File: config.mk
export PLATFORM = sky130hd
export DESIGN_NAME = riscv_trace_buffer
export DESIGN_NICKNAME = d
export VERILOG_FILES = /design/src/rtl/riscv_trace_buffer.sv
export SDC_FILE = /design/constraint.sdc
export NUM_CORES = 1
export LEC_CHECK = 0
export ABC_CLOCK_PERIOD_IN_PS = 7400
export CAP_MARGIN = 20
export CORE_ASPECT_RATIO = 0.5
export CORE_UTILIZATION = 50
export CTS_CLUSTER_DIAMETER = 150
export DETAILED_ROUTE_END_ITERATION = 8
export GPL_TIMING_DRIVEN = 0
export MAX_ROUTING_LAYER = met4
export PLACE_DENSITY = 0.68
export SLEW_MARGIN = 20
export SYNTH_ARGS = -nofsm -noshare
export SYNTH_HDL_FRONTEND = slang
export SYNTH_SLANG_ARGS = --single-unit
export TNS_END_PERCENT = 1
File: constraint.sdc
create_clock -name clk -period 7.4 [get_ports clk]
set_input_delay 1.48 -clock clk [delete_from_list [all_inputs] [get_ports clk]]
set_output_delay 1.48 -clock clk [all_outputs]
set_load 0.05 [all_outputs]
File: src/rtl/riscv_trace_buffer.sv
// Commit/memory trace capture: turns write-back and data-memory tap events into entries in a circular FIFO
// drained over valid/ready. Define TRACE_TIMESTAMP_EN to add a 16-bit cycle stamp in entry bits [58:43].
module riscv_trace_buffer #(
   parameter int DEPTH = 16,
`ifdef TRACE_TIMESTAMP_EN
   parameter int ENTRY_W = 59
`else
   parameter int ENTRY_W = 43
`endif
) (
   input  logic                    clk,
   input  logic                    reset,
   input  logic                    trace_en,
   input  logic                    reg_write_sig,
   input  logic [4:0]              reg_num,
   input  logic [31:0]             reg_data,
   input  logic                    wr,
   input  logic                    rd,
   input  logic [8:0]              addr,
   input  logic [31:0]             wr_data,
   input  logic [31:0]             rd_data,
   output logic                    out_valid,
   input  logic                    out_ready,
   output logic [ENTRY_W-1:0]      out_data,
   output logic [$clog2(DEPTH):0]  level,
   output logic [15:0]             dropped_cnt
);
   localparam int AW = $clog2(DEPTH);
   localparam int PW = AW + 1;
   localparam logic [PW-1:0] DEPTH_L  = PW'(DEPTH);
   localparam logic [PW-1:0] DEPTH_M2 = PW'(DEPTH - 2);

   logic [PW-1:0]      wr_ptr_q, rd_ptr_q;
   logic [ENTRY_W-1:0] mem [DEPTH];
   logic               reg_ev, mem_ev, pop;
   logic [1:0]         n_ev, n_push, n_drop;
   logic [42:0]        reg_entry, mem_entry;
   logic [ENTRY_W-1:0] first_entry, second_entry;
   logic [AW-1:0]      slot0, slot1;
   logic [16:0]        drop_sum;
   logic [15:0]        dropped_d;

   assign level     = wr_ptr_q - rd_ptr_q;
   assign out_valid = (level != '0);
   assign out_data  = mem[rd_ptr_q[AW-1:0]];
   assign pop       = out_valid & out_ready;

   always_comb begin
      reg_ev    = trace_en & reg_write_sig & (reg_num != 5'd0);
      // a simultaneous read and write records only the write
      mem_ev    = trace_en & (wr | rd);
      n_ev      = {1'b0, reg_ev} + {1'b0, mem_ev};
      reg_entry = {2'b01, 4'b0000, reg_num, reg_data};
      mem_entry = wr ? {2'b10, addr, wr_data} : {2'b11, addr, rd_data};

      // room is judged on start-of-cycle occupancy; a same-cycle pop does not help
      if (level <= DEPTH_M2) begin
         n_push = n_ev;
      end else if (level < DEPTH_L) begin
         n_push = (n_ev != 2'd0) ? 2'd1 : 2'd0;
      end else begin
         n_push = 2'd0;
      end
      n_drop    = n_ev - n_push;
      drop_sum  = {1'b0, dropped_cnt} + {15'd0, n_drop};
      dropped_d = drop_sum[16] ? 16'hFFFF : drop_sum[15:0];

      slot0 = wr_ptr_q[AW-1:0];
      slot1 = slot0 + 1'b1;
   end

`ifdef TRACE_TIMESTAMP_EN
   logic [15:0] ts_q;

   always_ff @(posedge clk) begin
      if (!reset) begin
         ts_q <= 16'd0;
      end else begin
         ts_q <= ts_q + 16'd1;
      end
   end

   assign first_entry  = {ts_q, reg_ev ? reg_entry : mem_entry};
   assign second_entry = {ts_q, mem_entry};
`else
   assign first_entry  = reg_ev ? reg_entry : mem_entry;
   assign second_entry = mem_entry;
`endif

   always_ff @(posedge clk) begin
      if (!reset) begin
         wr_ptr_q    <= '0;
         rd_ptr_q    <= '0;
         dropped_cnt <= 16'd0;
      end else begin
         wr_ptr_q    <= wr_ptr_q + {{(PW-2){1'b0}}, n_push};
         rd_ptr_q    <= rd_ptr_q + {{(PW-1){1'b0}}, pop};
         dropped_cnt <= dropped_d;
      end
   end

   // storage is deliberately left uncleared by reset
   always_ff @(posedge clk) begin
      if (reset) begin
         if (n_push != 2'd0) mem[slot0] <= first_entry;
         if (n_push == 2'd2) mem[slot1] <= second_entry;
      end
   end
endmodule

==> After elaboration in Yosys (flattened, before gate mapping) <==
Memories as Yosys holds them, arrays and structs flattened. A register that Yosys moved wholly into a read port is not among the register bits.
Cells that the tools add are included.
{ "totals": {"n_memories": 1, "register_bits": 26, "output_inout_bits": 65, "ram_bits": 688, "wordCells": 36, "in_bits": 117} }
{ "classes": {"n_lt_le_gt_ge": 2, "n_reduce_logical": 4, "n_eq_ne": 1, "mux": 13, "add_sub_neg": 7, "bitwise": 5} }
{ "memory_table": {"columns": ["name", "words", "word_bits", "rd", "rd_ports_with_merged_regs", "wr", "line", "source"], "rows": [
  ["mem", 16, 43, 1, 1, 2, "34", "logic [ENTRY_W-1:0] mem [DEPTH];"]
]} }
{ "ops": {"columns": ["op", "n"], "rows": [
  ["43-bit 2-to-1 mux", 1],
  ["42-bit 2-to-1 mux", 1],
  ["16-bit by 2-bit adder with 17-bit output", 1],
  ["16-bit 2-to-1 mux", 1],
  ["5-bit nonzero test", 2],
  ["1-bit 2-to-1 mux", 8],
  ["5-bit by 1-bit adder with 5-bit output", 1],
  ["5-bit by 2-bit adder with 5-bit output", 1],
  ["5-bit by 4-bit less-or-equal comparator with 1-bit output, second input constant", 1],
  ["5-bit < comparator, second input constant", 1],
  ["5-bit subtractor", 1],
  ["4-bit by 1-bit adder with 4-bit output, second input constant", 1],
  ["1-bit bitwise AND", 4],
  ["4-bit 2-to-1 mux", 1],
  ["2-bit nonzero test", 2],
  ["1-bit by 1-bit adder with 2-bit output", 1],
  ["2-bit equality test, second input constant", 1],
  ["2-bit 2-to-1 mux", 1],
  ["2-bit subtractor", 1],
  ["1-bit OR", 1]
]} }

==> Depth between registers and ports, before layout <==
Gate-level depths: netlist of the first run.
{ "logic_depth": {"ltp_word": 11, "mapped_depth": 20} }

==> Worst setup path before layout of the first run <==
Ideal clock, no wire load.
{ "synth_timing": {"path_kind": "input port to flip-flop", "from": "input port reg_num[3]", "to": "memory mem[10][0], enable pin", "setup_slack_ns": 1.978, "setup_time_ns": 0.400, "path_stages": 14, "t_required_ns": 7.000, "arrival_time_ns": 5.022, "cell_sequence": "or4_1 o211a_1 buf_2 clkinv_2 buf_2 buf_2 ha_1 nor2_1 o31a_1 buf_6 or4_1 buf_4 buf_6 nand2_1"} }
{ "synth_lines": {"columns": ["element", "line", "source"], "rows": [
  ["start: declaration", "15", "input logic [4:0] reg_num,"],
  ["end: declaration", "34", null]
]} }

==> results.py, run 1 <==
metrics = {
    "clocking": {
        "postCtsSetupRepairBufs": 0,
        "cts.clk_slew.worst_paths_ns": 0.06,
        "cts-buffers-inserted": 67,
        "ctsResizeCount": 0,
        "cts_tree": "yes",
        "numClockSinks": 714,
        "clockRootBuffer": "clkbuf_16",
        "cts_buffer_depth": 3,
        "clk_latency_ns": 0.63,
        "post_cts_hold_buffers": 0,
        "ctsHtreeMaxLevel": 3,
    },
    "critical_path": {
        "crit_path_max_incr_delay_ns": 0.64,
        "worst-path-max-fanout": 23,
        "r2r_setup_slack_ns": 0.42,
        "critical_path.most_common_cell": "buf_2",
        "timing.critical_path.required_ns": 7.71,
        "critPathLaunch": "reg_num[2]",
        "worstReg2RegStart": "rd_ptr_q[1]",
        "timing_worst_setup_path_type": "primary input to register",
        "reg2regPathDepth": 19,
        "number_of_buffers_and_inverters_on_the_critical_path": 7,
        "path_cells": "clkdlybuf4s50_1, or4_1, o211a_1, buf_2, clkinv_2, buf_2, buf_2, ha_1, nor2b_1, nand2_1, nor2_1, nand3_1, clkbuf_1, nand2_4, buf_12",
        "regToRegEndpoint": "dropped_cnt[10]",
        "critPathLaunchType": "primary input",
        "crit_slowest_cell": "nand3_1",
        "setup.worst_path.end_class": "register",
        "cp.arrival_ns": 7.33,
        "worst_path_dominant_cell_family": "buffers and inverters",
    },
    "global_route": {
        "grt_overflow_total": 0,
        "grt_pass1_vias": 24706,
        "grt_max_degree": 38,
        "grt_first_pass_wirelength_mm": 175,
        "gr_usage_total": 0.347,
        "grt_antenna_before_repair": 1,
    },
    "logic_synthesis": {
        "synth_top_family_by_area": "compound AO/OA/AOI/OAI gates",
        "top_cell_type_s_share_of_synthesized_area": 0.564,
        "synth-adder-area-share": 0.00623,
        "yosys.area_share.xor_xnor": 0.00441,
        "synthSimpleGateAreaFrac": 0.0281,
        "synthDistinctLibCells": 55,
        "ys_warn_count": 0,
        "synth_compound_area_frac": 0.176,
        "edff_count_synth": 672,
        "synthCells": 2325,
        "post_synth_main_area_contributors": "edfxtp_1 56%, mux4_2 14%, o22ai_2 7.9%",
        "postSynthRegisterBits": 714,
        "synth-async-reset-ratio": 0,
        "synthMuxAreaShare": 0.149,
        "syn_area_um2": 35800,
        "postSynthNetCount": 2458,
        "post-synth-top-area-cell": "edfxtp_1",
        "synth-seq-area-share": 0.588,
        "syn-mean-instance-area_um2": 15.4,
        "ys_dominant_reg_cell": "edfxtp_1",
    },
    "sta": {
        "timing.final.crit_period_ns": 7.02,
        "max_slew_margin": 0.228,
        "setup_violations": 0,
        "final-hold-violation-count": 0,
        "timing_worst_slew_pin_value_ns": 1.16,
        "setup_repair_after_global_routing_missed_its_margin": "false",
        "clock_skew_ns": 0.0232,
        "report.final.slew_viol_count": 0,
        "min_period_over_period": 0.949,
        "tns_ns": 0,
        "fmax_ghz": 0.142,
    },
    "route": {
        "num_vias": 25737,
        "drc": 0,
        "post_drt_wl_per_cell_um": 34.1,
        "initialDrtViolationCount": 3917,
        "routed_via_density": 7.18,
        "route.final.wire_length_mm": 122,
        "antenna_violating_nets_post_route": 0,
        "firstDrtPassIters": 7,
    },
    "run": {
        "cap_violations": 0,
    },
    "place": {
        "placement.io_buffers": 180,
        "gp_congestion": 0.958,
        "cell_area_after_placement_um2": 39200,
        "dp_hpwl_mm": 83.0,
        "placed_cells_incl_taps": 3467,
    },
    "floorplan": {
        "rows": 68,
        "die_w_um": 380,
        "floorplan.core_area_um2": 69900,
        "start_util": 0.512,
        "die_area_um2": 72600,
        "die_height_um": 191,
        "io-pin-count": 182,
    },
    "min_path": {
        "hold_start": "mem[15][42]",
        "hold_path_depth": 2,
        "timing.hold.worst_endpoint": "mem[15][42]",
        "hp-class": "register to register",
    },
    "power": {
        "static_leakage_uw": 0.0120,
        "powerDensity_nw_per_um2": 277,
        "peak_supply_drop_mv": 0.278,
    },
    "finish": {
        "final_area_um2": 41200,
        "drive_above_1_share": 0.275,
        "regArea_um2": 21000,
        "fillerInstances": 5349,
        "layout-area-overhead-vs-synth_pct": 15.3,
        "layout.nets": 2724,
        "finish.cell_count_without_fillers": 3585,
        "footprint_of_the_multi_input_gates_um2": 13100,
    },
    "outcome": {
        "run_status": "finished, final reports clean",
    },
}
==> stage by stage <==
step | power (µW) | hold WS (ns) | utilization | worst slack (ns)
6_report | 11400 | 0.521 | 0.590 | 0.377
5_1_grt | 11700 | 0.536 | 0.590 | 0.116
4_1_cts | 11400 | 0.517 | 0.590 | 0.415
3_5_place_dp | 8120 | 0.503 | 0.562 | 0.0784
3_3_place_gp | 8080 | 0.493 | 0.555 | -1.48
2_1_floorplan | 6960 | 0.478 | - | 1.98
==> placed cells by master (no fill, tap or decap), drive strengths merged, types with 15 or more instances in the layout <==
| master | count |
|---|---|
| a21oi | 46 |
| a2bb2oi | 15 |
| a31oi | 31 |
| buf | 162 |
| clkbuf | 249 |
| clkdlybuf4s50 | 180 |
| clkinv | 26 |
| dfxtp | 42 |
| edfxtp | 672 |
| inv | 26 |
| mux2i | 48 |
| mux4 | 215 |
| nand2 | 68 |
| nand3 | 48 |
| nor2 | 36 |
| o21ai | 35 |
| o22ai | 636 |
==> per-layer routing <==
metal | up-vias | part of all wire | global-route usage | routed length, µm
li1 | 10294 | - | - | -
met1 | 13115 | 0.39 | 0.483 | 48100
met2 | 2030 | 0.44 | 0.499 | 53400
met3 | 298 | 0.13 | 0.0854 | 15900
met4 | 0 | 0.040 | 0.116 | 4840
met5 | - | 0 | - | 0
==> flip-flops by register name, summed over array words and instances (netlist names) <==
signal and count:
wr_ptr_q 5, dropped_cnt 16, rd_ptr_q 5, mem 688
==> synth_stat cells (8+ instances only) <==
master       n
clkbuf_1   153
a2bb2oi_1   10
o21ai_2      8
nor2b_1      9
buf_1       24
o22ai_1    411
nand2_1     66
nor2_1      36
edfxtp_1   672
xnor2_1     10
mux4_2     215
mux2i_1     48
xor2_1       8
inv_1       21
ha_1        13
a21oi_1     46
a31oi_1     31
o21ai_1     24
buf_6       48
o22ai_2    225
buf_2       75
nand4_1     11
dfxtp_1     42
nand3_1     48
==> area by class of cell <==
type,instances,share of cell area
tap,945,0.0287
antenna,2,0.000121
timing repair buffer,197,0.0525
clock inverter,26,0.00385
inverter,28,0.00258
sequential,714,0.510
multi-input combinational,1279,0.319
buffer,304,0.0394
clock buffer,90,0.0443
==> power breakdown <==
part	switching, µW	internal [µW]
Clock	1580	1770
Sequential	56.0	4560
Combinational	2190	1280
Total	3820	7610
==> logic make-up after synthesis <==
logic type      count (synthesis)
compound gates                777
xor+xnor                       18
fa+ha+maj                      16
buf+inv                       332
flops                         714
mux                           264
simple gates                  204
==> how the worst max path moves through the flow <==
stage / to / cells after the start
final: mem[1][17] / 15
after CTS: out_valid / 11
after global placement: mem[1][14] / 14
after detailed placement: mem[1][15] / 15
after floorplan: mem[10][0] / 14
after global routing: dropped_cnt[7] / 19
==> worst min-delay path, stage by stage (launching register included) <==
cell and delay (ns):
dfxtp_1 0.32, a31oi_1 0.04, mux2i_1 0.11
No activity file was read; power rests on OpenSTA's default activity.
==> run 2, diff against run 1 <==
SKIP_LAST_GASP = 1   (was default)
==> results of run 2 <==
No change in the layout: final DEF, timing and power equal those of run 1.
==> edit (settings of run 1) <==
Change the parameter `DEPTH` from 16 to 8.
--- a/src/rtl/riscv_trace_buffer.sv
+++ b/src/rtl/riscv_trace_buffer.sv
@@ -1,7 +1,7 @@
 // Commit/memory trace capture: turns write-back and data-memory tap events into entries in a circular FIFO
 // drained over valid/ready. Define TRACE_TIMESTAMP_EN to add a 16-bit cycle stamp in entry bits [58:43].
 module riscv_trace_buffer #(
-   parameter int DEPTH = 16,
+   parameter int DEPTH = 8,
 `ifdef TRACE_TIMESTAMP_EN
    parameter int ENTRY_W = 59
 `else
Ports: changed (resized level); port bits go from 182 to 181. The function was not compared with the original's and may differ.
==> edit against run 1 <==
Worst setup slack got worse by 22 ps; count of clock-buffer cells in the layout decreased by 43; largest power group is now combinational cells; maximum frequency decreased by 0.31%; global-route usage decreased by 0.59 points; highest routed layer unchanged; power decreased by 39%; sequential cell count decreased by 346; cell area decreased by 44%; clock skew decreased by 11 ps; routed wire length decreased by 46%; area after synthesis decreased by 46%.
==> edit: results (changes against run 1) <==
status=finished, final reports clean (unchanged); Num CTS Buffers=36 (was 67); M2 GR Usage=50.9% (was 49.9%); initial antenna violation count=2 (was 1); metal3 WL=9.87 mm (was 15.9 mm); Distinct cells, synth=58 (was 55); Met2 Wirelength=29.4 mm (was 53.4 mm); Top Registers=mem: 344 flops, dropped_cnt: 16 flops (was mem: 688 flops, dropped_cnt: 16 flops); vias in the first global route=15947 (was 24706); Reg2Reg Depth=14 (was 19); clock insertion delay at the later pin of the skew report=560 ps (was 630 ps); DP Wirelength=43.4 mm (was 83.0 mm); wire length of the first global-routing pass=96.4 mm (was 175 mm); routed vias/inst=6.95 (was 7.18); EDFF count, synth=336 (was 672); Crit path depth=12 (was 15); Total Wirelength=66.0 mm (was 122 mm); worst path arrival time=5560 ps (was 7330 ps); fin nets=1911 (was 2724); GRT met1 Usage=44.0% (was 48.3%); layout cells sized above 1=14.0% (was 27.5%); post-synthesis sequential area ratio=55.7% (was 58.8%); Fill cells=2994 (was 5349); # port buffers=151 (was 180); Total Routing Usage GR=34.1% (was 34.7%); DR pass1 iterations=9 (was 7); Peak supply drop=0.316 mV (was 0.278 mV); Wirelength per Cell=28.3 um (was 34.1 um); met3 Use GR=9.84% (was 8.54%); worst-path cell with the longest stage delay=buf_1 (was nand3_1); H-tree Lvls=2 (was 3)
edit: stage by stage:
stage | power [mW] | util, % | instance area [um^2]
global route | 7.22 | 60.8 | 22900
finish | 7.01 | 60.8 | 22900
floorplan | 4.22 | - | 19300
global placement | 4.98 | 56.9 | 21400
detailed placement | 5.04 | 57.5 | 21700
CTS | 6.97 | 60.8 | 22900
edit: logic make-up (layout without fill, tap and decap cells):
logic type / after synthesis / in the layout / synth area share (%)
compound gates: 582 / 582 / 18.2
xor+xnor: 20 / 20 / 0.948
fa+ha+maj: 16 / 16 / 1.16
buf+inv: 171 / 396 / 4.08
flops: 368 / 368 / 55.7
mux: 119 / 119 / 11.8
other cells: 0 / 3 / 0
simple gates: 305 / 305 / 8.18
edit: power breakdown:
| group | total (mW) | internal (mW) | switching, mW |
|---|---|---|---|
| combinational | 2.55 | 0.904 | 1.65 |
| sequential | 2.49 | 2.43 | 0.0579 |
| clock | 1.97 | 1.13 | 0.839 |
edit: final cells by class:
cell class / instances / area share, %
sequential: 368 / 46.8
clock buffer: 47 / 4.34
buffer: 151 / 3.10
multi-input combinational: 1042 / 34.1
clock inverter: 19 / 1.07
antenna: 3 / 0.0328
inverter: 20 / 0.333
timing repair buffer: 159 / 7.30
tap: 520 / 2.84
edit: final timing paths:
check	start	endpoint	slack (ps)
worst max-delay path	rd_ptr_q[1]$_SDFF_PN0_	out_valid	360
worst min-delay path	mem[1][42]$_SDFFE_PP1P_	mem[1][42]$_SDFFE_PP1P_	540
worst min register to register	mem[1][42]$_SDFFE_PP1P_	mem[1][42]$_SDFFE_PP1P_	540
worst max register to register	rd_ptr_q[1]$_SDFF_PN0_	mem[1][33]$_DFFE_PP_	1000
edit: worst min-delay path: stages (launching register included):
cell	delay, ps
dfxtp_1	310
nor2b_1	100
o21ai_0	70
